--- config.mk ---
export PLATFORM = sky130hd
export DESIGN_NAME = fft_bitrev_reorder_flat
export DESIGN_NICKNAME = d
export VERILOG_FILES = /design/src/rtl/fft_bitrev_reorder_if.sv /design/src/rtl/fft_bitrev_reorder.sv /design/src/flat_wrapper.sv
export SDC_FILE = /design/constraint.sdc
export NUM_CORES = 2
export LEC_CHECK = 0
export ABC_AREA = 1
export ABC_CLOCK_PERIOD_IN_PS = 5600
export BUFFER_PORTS_ARGS = -buffer_cell sky130_fd_sc_hd__buf_2
export CAP_MARGIN = 25
export CORE_MARGIN = 10
export CORE_UTILIZATION = 47
export CTS_BUF_LIST = sky130_fd_sc_hd__clkbuf_8
export CTS_CLUSTER_DIAMETER = 80
export DETAILED_ROUTE_END_ITERATION = 8
export SLEW_MARGIN = 20
export SYNTH_ARGS = -nofsm -noshare
export SYNTH_HDL_FRONTEND = slang
export SYNTH_SLANG_ARGS = --single-unit
--- constraint.sdc ---
create_clock -name clk -period 5.6 [get_ports clk]
set_clock_uncertainty 0.2 [all_clocks]
set_input_delay 1.4 -clock clk [delete_from_list [all_inputs] [get_ports clk]]
set_output_delay 1.4 -clock clk [all_outputs]
set_load 0.03 [all_outputs]
--- src/rtl/fft_bitrev_reorder_if.sv ---
// fft_bitrev_reorder_if: sample stream in (bit-reversed) and bin stream out (natural order).
// FFT_REORDER_INDEX_EN adds the index_o bin index signal.
interface fft_bitrev_reorder_if #(
    parameter int DATA_W = 16,
    parameter int LOG2N  = 5
);
    logic              valid_i;
    logic [DATA_W-1:0] data_in_r;
    logic [DATA_W-1:0] data_in_i;
    logic              valid_o;
    logic              frame_start_o;
    logic [DATA_W-1:0] data_out_r;
    logic [DATA_W-1:0] data_out_i;
`ifdef FFT_REORDER_INDEX_EN
    logic [LOG2N-1:0]  index_o;
    modport master (output valid_i, data_in_r, data_in_i,
                    input  valid_o, frame_start_o, data_out_r, data_out_i, index_o);
    modport slave  (input  valid_i, data_in_r, data_in_i,
                    output valid_o, frame_start_o, data_out_r, data_out_i, index_o);
`else
    modport master (output valid_i, data_in_r, data_in_i,
                    input  valid_o, frame_start_o, data_out_r, data_out_i);
    modport slave  (input  valid_i, data_in_r, data_in_i,
                    output valid_o, frame_start_o, data_out_r, data_out_i);
`endif
endinterface

--- src/rtl/fft_bitrev_reorder.sv ---
// fft_bitrev_reorder: ping-pong buffer turning bit-reversed FFT frames into natural-order bursts.
// Define FFT_REORDER_INDEX_EN to expose the output bin index on index_o.
module fft_bitrev_reorder #(
    parameter int DATA_W = 16,
    parameter int LOG2N  = 5
) (
    input logic                 clk,
    input logic                 rst,
    fft_bitrev_reorder_if.slave bus
);
    localparam int N = 1 << LOG2N;
    typedef enum logic {IDLE, READ} state_t;
    state_t              r_state;
    logic [2*DATA_W-1:0] r_mem [2][N];
    logic [LOG2N-1:0]    r_wr_cnt, r_rd_cnt, w_wr_addr, w_rd_addr;
    logic                r_wr_bank, r_rd_bank, w_rd_bank;
    logic                w_wrap, w_start, w_emit, w_last;
    logic [1:0]          r_full;
    logic                r_valid, r_fstart;
    logic [DATA_W-1:0]   r_out_r, r_out_i;
    always_comb begin
        w_wr_addr = '0;
        for (int k = 0; k < LOG2N; k++) w_wr_addr[k] = r_wr_cnt[LOG2N-1-k];
    end
    assign w_wrap    = bus.valid_i && (&r_wr_cnt);
    assign w_start   = (r_state == IDLE) && (|r_full);
    assign w_emit    = w_start || (r_state == READ);
    assign w_last    = (r_state == READ) && (&r_rd_cnt);
    // Leaving IDLE emits bin 0 on the same edge, so no bubble between bursts.
    assign w_rd_bank = (r_state == IDLE) ? !r_full[0] : r_rd_bank;
    assign w_rd_addr = (r_state == IDLE) ? '0 : r_rd_cnt;
    always_ff @(posedge clk or posedge rst) begin
        if (rst) begin
            r_wr_cnt  <= '0;
            r_wr_bank <= 1'b0;
        end else if (bus.valid_i) begin
            r_wr_cnt  <= r_wr_cnt + LOG2N'(1);
            r_wr_bank <= w_wrap ? !r_wr_bank : r_wr_bank;
        end
    end
    always_ff @(posedge clk) begin
        if (bus.valid_i) r_mem[r_wr_bank][w_wr_addr] <= {bus.data_in_r, bus.data_in_i};
    end
`ifdef FFT_REORDER_INDEX_EN
    logic [LOG2N-1:0] r_index;
    always_ff @(posedge clk or posedge rst) begin
        if (rst) r_index <= '0;
        else if (w_emit) r_index <= w_rd_addr;
    end
    assign bus.index_o = r_index;
`endif
    always_ff @(posedge clk or posedge rst) begin
        if (rst) begin
            r_state   <= IDLE;
            r_rd_bank <= 1'b0;
            r_rd_cnt  <= '0;
            r_full    <= '0;
            r_valid   <= 1'b0;
            r_fstart  <= 1'b0;
            r_out_r   <= '0;
            r_out_i   <= '0;
        end else begin
            r_valid  <= w_emit;
            r_fstart <= w_start || (r_state == READ && r_rd_cnt == '0);
            if (w_emit) {r_out_r, r_out_i} <= r_mem[w_rd_bank][w_rd_addr];
            if (w_last) r_full[r_rd_bank] <= 1'b0;
            if (w_wrap) r_full[r_wr_bank] <= 1'b1;
            if (w_start) begin
                r_state   <= READ;
                r_rd_bank <= w_rd_bank;
                r_rd_cnt  <= LOG2N'(1);
            end else if (r_state == READ) begin
                r_rd_cnt <= r_rd_cnt + LOG2N'(1);
                if (w_last) begin
                    r_state   <= r_full[!r_rd_bank] ? READ : IDLE;
                    r_rd_bank <= !r_rd_bank;
                end
            end
        end
    end
    assign bus.valid_o       = r_valid;
    assign bus.frame_start_o = r_fstart;
    assign bus.data_out_r    = r_out_r;
    assign bus.data_out_i    = r_out_i;
endmodule

--- src/flat_wrapper.sv ---
// flat-port wrapper written by rule: the top's interface ports become plain ports
module fft_bitrev_reorder_flat 
#(
    parameter int DATA_W = 16,
    parameter int LOG2N  = 5
)
  (clk, rst, bus_valid_i, bus_data_in_r, bus_data_in_i, bus_valid_o, bus_frame_start_o, bus_data_out_r, bus_data_out_i);
  fft_bitrev_reorder_if #(.DATA_W(DATA_W), .LOG2N(LOG2N)) bus_i ();
  input logic clk;
  input logic rst;
  input wire logic [$bits(bus_i.valid_i)-1:0] bus_valid_i;
  input wire logic [$bits(bus_i.data_in_r)-1:0] bus_data_in_r;
  input wire logic [$bits(bus_i.data_in_i)-1:0] bus_data_in_i;
  output wire logic [$bits(bus_i.valid_o)-1:0] bus_valid_o;
  output wire logic [$bits(bus_i.frame_start_o)-1:0] bus_frame_start_o;
  output wire logic [$bits(bus_i.data_out_r)-1:0] bus_data_out_r;
  output wire logic [$bits(bus_i.data_out_i)-1:0] bus_data_out_i;
  assign bus_i.valid_i = bus_valid_i;
  assign bus_i.data_in_r = bus_data_in_r;
  assign bus_i.data_in_i = bus_data_in_i;
  assign bus_valid_o = bus_i.valid_o;
  assign bus_frame_start_o = bus_i.frame_start_o;
  assign bus_data_out_r = bus_i.data_out_r;
  assign bus_data_out_i = bus_i.data_out_i;
  fft_bitrev_reorder #(.DATA_W(DATA_W), .LOG2N(LOG2N)) u_core (.clk(clk), .rst(rst), .bus(bus_i));
endmodule
==> impl_metrics.ini <==
[status]
status = finished, final reports clean

[detailed_routing]
wirelength_um = 252000
postRouteAntennaNets = 0
drt-wirelength-per-cell_um = 26.2
drt_iter0_drc = 6800
drc = 0
vias_per_cell = 5.86
vias = 56423
route.met3.wl_um = 23700
met1_length_um = 102000
wl_met2_um = 118000
dr.max_layer_used = met5
firstDrtPassIters = 6

[critical_path]
required_ps = 6310
rr_worst_depth = 13
path_cells = nand2_1 -> buf_4 -> nand2_8 -> buf_12 -> buf_4 -> nand2_1 -> nand3_1 -> nand3_1 -> nand3_1 -> nand3_1 -> nand3_1 -> nand3_1 -> nand2_1
cp_slowest_cell = dfrtp_1
endpoint = u_core.bus.data_out_i[1]$_DFFE_PP0P_
r2r_start = u_core.r_state$_DFF_PP0_
critPathLaunchType = flip-flop
critPathMaxFanout = 92
critPathLaunch = u_core.r_state$_DFF_PP0_
crit_path_end_kind = flip-flop
regToRegSetupSlack_ps = 1140
r2r-end = u_core.bus.data_out_i[1]$_DFFE_PP0P_
cp_common_cell = nand3_1
arrival_ps = 5170
critPathKind = reg2reg
slowest_delay_ps = 730

[cts]
cts_tree = done
clk_root_buffer_cell = clkbuf_8
htreeDepth = 5
clkSlewWorstSetupHoldPaths_ps = 60
cts_sinks = 2097
ctsResizeCount = 0
clockBufferDepth = 4
post-cts-setup-buffers = 0
postCtsHoldBufs = 0
cts-buffers-inserted = 353
clock_latency_ps = 1060

[final_layout]
multi_input_area_sq_um = 19500
nNetsFinal = 7054
n_fill_cell = 15252
area_growth_pct = 11.2
drive_gt1_share_pct = 10.2
regArea_sq_um = 62700

[sta]
hold_viol = 0
fmax_mhz = 224
relSlewSlack_pct = 31.7
postLayoutSetupSlackWorst_ps = 1140
fin_crit_sh_pct = 79.7
grt_setup_unrepaired = false
fin_crit_ps = 4460
tightest_slew_ps = 1020
tns_ps = 0
setup_violations = 0
fin_hold_ws_ps = 306
report.final.slew_viol_count = 0

[floorplanning]
core-area_sq_um = 178000
die_y_um = 444
ioPinCount = 69
die_w_um = 444
dieArea_sq_um = 197000
initial_core_util_pct = 47.3
rows = 155

[yosys]
synth_top_area_share_pct = 72.9
post_synth_main_area_contributors = edfxtp_1 73%, nand3_1 13%, nand2_1 8.5%
synth_nets = 6933
ys_ff_latch = 2097
synth_area_per_cell_sq_um = 12.3
synth-warning-count = 0
ys_seq_area_share_pct = 74.3
synth.distinct_cells = 24
syn_inst = 6888
synth_area_sq_um = 84400
yosys.area.top_type = edfxtp_1

[pwr]
p_per_area_nw_per_um2 = 337
peakVddDrop_mv = 0.290
swShare_pct = 23.2
p_sw_mw = 7.33
seq_power_share_pct = 56.7
p_int_mw = 24.3
pwr-share-comb_pct = 4.5
power_frac_clock_pct = 38.9
leakagePower_nw = 32.9

[grt]
grt_pass1_wl_um = 369000
grt_usage_pct = 24.9
grt_max_degree = 162
overflow = 0
antenna_found_initial = 13
grt_pass1_vias = 54177

[place]
io_buffers = 68
gp_congestion = 0.820
dp_slack_ps = 1220
hpwl_um = 126000

[job]
maxCapViolCount = 0

[hold_path]
hp-class = reg2reg
## critical path: cells and delay by family (launching register included)
family | cells | cell delay, ps
buffers and inverters | 3 | 1160
flip-flops | 1 | 730
AND/OR/NAND/NOR | 10 | 2100
## through the flow
stage,cell area (sq um),power (mW),cells,util [%]
floorplan,84400,18.8,6888,-
global placement,87500,19.6,9004,49.1
detailed placement,87600,19.6,9006,49.1
CTS,93700,31.8,9612,52.5
global route,93800,32.7,9622,52.6
finish,93800,31.6,9624,52.6
## worst min-delay path by stage
stage	cells after the start	to	start
3_3_place_gp	2	u_core.bus.data_out_i[15]$_DFFE_PP0P_	u_core.bus.data_out_i[15]$_DFFE_PP0P_
5_1_grt	2	u_core.bus.data_out_i[15]$_DFFE_PP0P_	u_core.bus.data_out_i[15]$_DFFE_PP0P_
4_1_cts	2	u_core.bus.data_out_i[8]$_DFFE_PP0P_	u_core.bus.data_out_i[8]$_DFFE_PP0P_
6_report	2	u_core.bus.data_out_i[8]$_DFFE_PP0P_	u_core.bus.data_out_i[8]$_DFFE_PP0P_
2_1_floorplan	1	u_core.bus.frame_start_o$_DFF_PP0_	u_core.r_rd_cnt[3]$_DFFE_PP0P_
3_5_place_dp	2	u_core.bus.data_out_i[8]$_DFFE_PP0P_	u_core.bus.data_out_i[8]$_DFFE_PP0P_
## state kept, by name, summed over array words and instances (netlist names), 2 cells and up
name / flops
u_core.r_full: 2
u_core.r_rd_cnt: 5
u_core.bus.data_out_r: 16
u_core.r_mem: 2048
u_core.bus.data_out_i: 16
u_core.r_wr_cnt: 5
## Yosys cell counts, drive strengths merged
master     n
a211oi     1
a21oi      1
and3       1
buf      349
clkbuf   135
clkinv     4
dfrtp     49
edfxtp  2048
ha        10
inv       32
nand2   1918
nand3   2247
nor2      22
nor3      55
o21ai      8
o22ai      3
o31ai      1
o32ai      1
xor2       3
## cell families after synthesis
kind of cell / after synthesis / synth area share (%)
adders and majority gates: 10 / 0.148
buffers and inverters: 520 / 3.07
xor gates and xnor gates: 3 / 0.0311
DFF: 2097 / 74.3
AOI/OAI and AO/OA: 15 / 0.104
and+or+nand+nor: 4243 / 22.3
## cells in the final DEF (no fill, tap or decap), types with 7 or more instances in the layout
cell	Yosys	final
clkinv_2	0	22
clkbuf_8	0	369
dfrtp_1	49	48
clkinv_1	4	73
o21ai_0	8	8
nand3_1	2247	2247
buf_12	0	47
nor2_1	22	12
nand2_1	1912	1908
inv_2	5	7
inv_1	27	156
nor3_2	0	54
buf_2	168	67
diode_2	0	9
edfxtp_1	2048	2048
ha_1	10	10
buf_4	97	136
nor2_4	0	10
## layer usage
metal  vias to the layer above  GRT usage (%)
li1                      25110              -
met1                     27968           34.3
met2                      2860           39.1
met3                       483           5.21
met4                         2           9.00
met5                         -              0
## layout make-up
class                   instances  share of cell area [%]
diodes                          9                  0.0240
clock buffers                 369                    5.41
clock inverters               237                    1.15
inverters                      36                   0.165
multi-input cells            4271                    20.8
flip-flops and latches       2097                    66.9
well taps                    2355                    3.14
repair buffers                250                    2.45
## power by group through the flow
stage	logic, mW	registers (mW)	clock network [mW]
2_1_floorplan	0.552	18.3	0
3_3_place_gp	1.36	18.2	0
3_5_place_dp	1.39	18.2	0
4_1_cts	1.39	17.9	12.5
5_1_grt	1.51	17.9	13.2
6_report	1.42	17.9	12.3
Note: power is estimated with default switching activity, not from simulation.
